[src/rtl/ai_i2s_tx_block.sv]
// I2S transmitter: a TX FIFO feeds a shift register that is serialized MSB first,
// one bit per clk_en strobe, with the standard one-bit delay after word select changes.
module ai_i2s_tx_block #(
    parameter int DATA_WIDTH = 32,
    parameter int FIFO_DEPTH = 16
) (
    input  logic                          clk,
    input  logic                          rst,
    input  logic                          tx_en,
    input  logic                          clk_en,
    input  logic [5:0]                    resolution,
    input  logic                          tswap,
    input  logic                          wr_en,
    input  logic [DATA_WIDTH-1:0]         wr_data,
    input  logic                          underrun_clr,
    output logic                          sd,
    output logic                          ws,
    output logic                          fifo_full,
    output logic                          fifo_empty,
    output logic [$clog2(FIFO_DEPTH):0]   fifo_level,
    output logic                          underrun
);

    localparam int AW = $clog2(FIFO_DEPTH);
    localparam int LW = AW + 1;
    localparam logic [5:0] MAX_BITS = (DATA_WIDTH < 32) ? 6'(DATA_WIDTH) : 6'd32;

    localparam logic [0:0] S_IDLE  = 1'b0;
    localparam logic [0:0] S_SHIFT = 1'b1;

    logic [DATA_WIDTH-1:0] mem_q [FIFO_DEPTH];
    logic [AW-1:0]         wr_ptr_q, wr_ptr_d;
    logic [AW-1:0]         rd_ptr_q, rd_ptr_d;
    logic [LW-1:0]         level_q, level_d;
    logic                  full_q, full_d;
    logic                  empty_q, empty_d;

    logic [0:0]            state_q, state_d;
    logic [31:0]           shift_q, shift_d;
    logic [4:0]            idx_q, idx_d;
    logic                  sd_q, sd_d;
    logic                  ws_q, ws_d;
    logic                  underrun_q, underrun_d;

    logic [5:0]            actual_bits;
    logic [4:0]            load_idx;
    logic [DATA_WIDTH-1:0] rd_word;
    logic [31:0]           load_word;
    logic                  pop_req;
    logic                  pop_ok;
    logic                  push_ok;

    assign actual_bits = (resolution >= 6'd16 && resolution <= MAX_BITS) ? resolution : 6'd16;
    assign load_idx    = 5'(actual_bits - 6'd1);
    assign rd_word     = mem_q[rd_ptr_q];

    // Half-swap only makes sense for 32-bit containers; narrower words are zero-extended.
    generate
        if (DATA_WIDTH == 32) begin : g_w32
            assign load_word = tswap ? {rd_word[15:0], rd_word[31:16]} : rd_word;
        end else begin : g_w16
            assign load_word = {16'h0000, rd_word};
        end
    endgenerate

    always_comb begin
        state_d    = state_q;
        shift_d    = shift_q;
        idx_d      = idx_q;
        sd_d       = sd_q;
        ws_d       = ws_q;
        underrun_d = underrun_q;
        pop_req    = 1'b0;

        if (!tx_en) begin
            state_d = S_IDLE;
            sd_d    = 1'b0;
            ws_d    = 1'b0;
            idx_d   = 5'd0;
        end else if (clk_en) begin
            case (state_q)
                S_IDLE: begin
                    sd_d    = 1'b0;
                    ws_d    = 1'b0;
                    pop_req = 1'b1;
                    state_d = S_SHIFT;
                end
                S_SHIFT: begin
                    sd_d = shift_q[idx_q];
                    if (idx_q != 5'd0) begin
                        idx_d = idx_q - 5'd1;
                    end else begin
                        ws_d    = ~ws_q;
                        pop_req = 1'b1;
                    end
                end
                default: state_d = S_IDLE;
            endcase
        end

        // A slot starting on an empty FIFO transmits silence and flags it.
        if (pop_req) begin
            shift_d = empty_q ? 32'h0 : load_word;
            idx_d   = load_idx;
        end

        if (pop_req && empty_q) begin
            underrun_d = 1'b1;
        end else if (underrun_clr) begin
            underrun_d = 1'b0;
        end
    end

    always_comb begin
        pop_ok   = pop_req & ~empty_q;
        push_ok  = wr_en & (~full_q | pop_ok);
        wr_ptr_d = push_ok ? wr_ptr_q + AW'(1) : wr_ptr_q;
        rd_ptr_d = pop_ok ? rd_ptr_q + AW'(1) : rd_ptr_q;
        level_d  = level_q + LW'(push_ok) - LW'(pop_ok);
        full_d   = (level_d == LW'(FIFO_DEPTH));
        empty_d  = (level_d == LW'(0));
    end

    always_ff @(posedge clk) begin
        if (push_ok && !rst) begin
            mem_q[wr_ptr_q] <= wr_data;
        end
    end

    always_ff @(posedge clk) begin
        if (rst) begin
            wr_ptr_q   <= '0;
            rd_ptr_q   <= '0;
            level_q    <= '0;
            full_q     <= 1'b0;
            empty_q    <= 1'b1;
            state_q    <= S_IDLE;
            shift_q    <= '0;
            idx_q      <= '0;
            sd_q       <= 1'b0;
            ws_q       <= 1'b0;
            underrun_q <= 1'b0;
        end else begin
            wr_ptr_q   <= wr_ptr_d;
            rd_ptr_q   <= rd_ptr_d;
            level_q    <= level_d;
            full_q     <= full_d;
            empty_q    <= empty_d;
            state_q    <= state_d;
            shift_q    <= shift_d;
            idx_q      <= idx_d;
            sd_q       <= sd_d;
            ws_q       <= ws_d;
            underrun_q <= underrun_d;
        end
    end

    assign sd         = sd_q;
    assign ws         = ws_q;
    assign fifo_full  = full_q;
    assign fifo_empty = empty_q;
    assign fifo_level = level_q;
    assign underrun   = underrun_q;

endmodule

[config.mk]
export PLATFORM = sky130hd
export DESIGN_NAME = ai_i2s_tx_block
export DESIGN_NICKNAME = d
export VERILOG_FILES = /design/src/rtl/ai_i2s_tx_block.sv
export SDC_FILE = /design/constraint.sdc
export NUM_CORES = 1
export LEC_CHECK = 0
export BUFFER_PORTS_ARGS = -buffer_cell sky130_fd_sc_hd__buf_2
export CAP_MARGIN = 0
export CORE_UTILIZATION = 65
export DETAILED_ROUTE_END_ITERATION = 7
export PLACE_DENSITY = 0.83
export SYNTH_ARGS = -nofsm -noshare
export SYNTH_HDL_FRONTEND = slang
export SYNTH_SLANG_ARGS = --single-unit
[constraint.sdc]
create_clock -name clk -period 6.61 [get_ports clk]
set_clock_uncertainty 0.05 [all_clocks]
set_input_delay 0.3305 -clock clk [delete_from_list [all_inputs] [get_ports clk]]
set_output_delay 0.3305 -clock clk [all_outputs]
set_load 0.1 [all_outputs]
==> metrics <==
Worst Tran Pin Value 1.303 ns; Max rail drop VDD 298.1 µV; Leakage Power 7.951 nW; vias in the first global route 11980; Mean Syn Cell Area 18.60 µm²; final worst-path setup slack 2.466 ns; Clock transition at path regs 0.06 ns; TritonCTS Buffers 54; ys async rst share 0; Sink Count 572; Setup crit end kind register; First-pass DRT Iterations 5; Core Rows 67; All-Layer GR Usage 0.2856; synth warn 0; fmax 241.3 MHz; CP arrival 4.59 ns; Area Overhead vs Synth 10.95%; post-synthesis register bit count 572; Slew HR 0.1297; die width 187.8 µm; Setup WS pre-CTS 2.475 ns; register area share after synthesis 0.7390; Root Buffer clkbuf_16; post-cts resize count 0; core area 33780 µm²; Synth Instances 1206; DR vias/cell 6.757; Final Hold Fails 0; DIE AREA 35250 µm²; first-pass GRT wire length 73660 µm; Clock Latency Late Sink 0.58 ns; Power Dens Cells 313.5 nW/µm²; Setup violations, final 0; Max Root-Sink Buffers 3; Post-synth EDFFs 512; DR WL/cell 28.01 µm; layout cells sized above 1 0.2050; initial antenna violation count 1; Final HPWL DP 27030 µm; outcome completed; ys flop type edfxtp_1; DRC violations left 0; remaining global-route overflow 0; CTS tree done; Placement Cell Area 23190 µm²; Final Instance Area 24880 µm²; min-delay worst type in2reg; critical path class reg2reg; nets@finish 1324; Buffers on Ports 54; IO Count 55; Netlist cell types 51; Pins Over Slew Limit 0; net count after synthesis 1265; unrepaired setup endpoints after global routing false; crit share post-route 0.6269; CP required 7.05 ns; die span in y 187.8 µm; Setup TNS 0 ns; crit-path max FO 10; RePlAce Congestion 0.8495; # diodes 0; H-Tree Depth 2; Initial Utilization 0.6639; Post-Route WL 49150 µm; crit path time final 4.144 ns; number of max-cap violations 0; via count 11860; largest net degree at the start of global routing 99; Mapped Area 22430 µm²; post-route ant nets 0; DRT iter0 DRCs 1418; CP Launch Type register
-- registers in the layout (all words and copies together) (netlist names), 4 cells and up, named ones only --
signal and cells:
mem_q 512, fifo_level 5, rd_ptr_q 4, shift_q 32, wr_ptr_q 4, idx_q 5
-- kinds of logic after synthesis --
| group | Yosys count | synth area share |
|---|---|---|
| multiplexers | 179 | 0.1357 |
| flip-flops | 572 | 0.7390 |
| AO/OA/AOI/OAI | 190 | 0.06114 |
| buffers and inverters | 86 | 0.01785 |
| AND/OR/NAND/NOR | 153 | 0.03341 |
| XOR/XNOR | 12 | 0.004686 |
| adder cells (fa/ha/maj) | 14 | 0.008145 |
-- synthesized netlist by cell type (8+ instances only) --
master / count / area share
a22o_1: 25 / 0.0098
nor2_1: 73 / 0.012
clkbuf_1: 34 / 0.0057
ha_1: 13 / 0.0073
mux4_2: 100 / 0.10
nand2b_1: 13 / 0.0036
xnor2_1: 8 / 0.0031
dfxtp_1: 60 / 0.054
a22oi_1: 35 / 0.012
nor2b_1: 13 / 0.0036
edfxtp_1: 512 / 0.69
buf_2: 17 / 0.0038
nand2_1: 20 / 0.0033
a21oi_1: 10 / 0.0022
mux2i_1: 78 / 0.035
o21ai_0: 28 / 0.0062
o22ai_1: 33 / 0.0092
inv_1: 17 / 0.0028
a21o_1: 10 / 0.0033
a221oi_1: 9 / 0.0035
a211o_1: 26 / 0.010
-- critical path, stage by stage (launching register included) --
cell and delay, ns:
dfxtp_1 0.44, inv_1 0.20, ha_1 0.21, or4b_4 0.53
a211oi_4 0.46, o21a_1 0.41, inv_2 0.05, ha_1 0.28
inv_1 0.06, ha_1 0.16, inv_1 0.06, fa_1 0.43
xnor2_1 0.15, nor4b_1 0.35, nor3b_1 0.21
-- path summary, 6_finish.rpt --
kind / endpoint / start / slack, ns / cells past startpoint
max: fifo_full / idx_q[0] / 2.47 / 14
min: underrun / tx_en / 0.04 / 3
max reg2reg: fifo_full / idx_q[0] / 2.47 / 14
min reg2reg: shift_q[20] / shift_q[20] / 0.42 / 1
-- layout by cell type, fill, tap and decap left out, drive strengths merged, types with 3 or more instances in the layout --
cell type	n
and2	3
nor4b	3
clkbuf	77
xor2	4
a21oi	10
o22ai	33
edfxtp	512
nand3	8
a221oi	9
o211ai	3
nand2	20
dfxtp	60
nand2b	13
a21o	10
nor2	73
and3	4
o21ai	31
a22o	25
inv	18
mux2i	78
a211o	26
ha	13
nor2b	13
xnor2	8
nor3	5
a22oi	35
mux4	100
clkinv	17
buf	70
-- where the power goes --
| part | internal [mW] | total [mW] | leakage [nW] | switching, mW |
|---|---|---|---|---|
| registers | 4.04 | 4.09 | 5.10 | 0.0530 |
| logic | 0.242 | 0.752 | 2.03 | 0.511 |
| clock network | 1.68 | 2.96 | 0.816 | 1.28 |
-- timing repair --
action,CTS,global route
hold endpoints to repair,1,0
setup buffers,0,0
hold buffers,1,0
endpoints found under the setup margin,0,0
-- stage by stage --
| stage | power, mW | hold slack, ns | util | instances |
|---|---|---|---|---|
| finish | 7.802 | 0.03684 | 0.7366 | 1755 |
| global route | 8.016 | 0.05459 | 0.7366 | 1755 |
| global placement | 4.875 | 0.4001 | 0.6866 | 1656 |
| floorplan | 4.668 | 0.3708 | - | 1206 |
| detailed placement | 4.903 | 0.4063 | 0.6866 | 1656 |
| CTS | 7.813 | 0.02055 | 0.7366 | 1755 |
-- per-layer routing --
metal | GRT usage | vias to the layer above | share of wire
met5 | 0 | - | 0.00037
met4 | 0.09756 | 2 | 0.026
met3 | 0.04099 | 99 | 0.086
met2 | 0.4718 | 687 | 0.50
met1 | 0.3970 | 6059 | 0.38
li1 | - | 5012 | -
-- cell type report --
class                   instances  area [µm²]
flip-flops and latches        572       16580
fillers                      1858        8900
multi-input cells             548        5579
clock buffers                  77        1531
well taps                     448       560.5
repair buffers                 71       412.9
clock inverters                21       147.6
inverters                      18       67.56
Note: power is estimated with default switching activity, not from simulation.
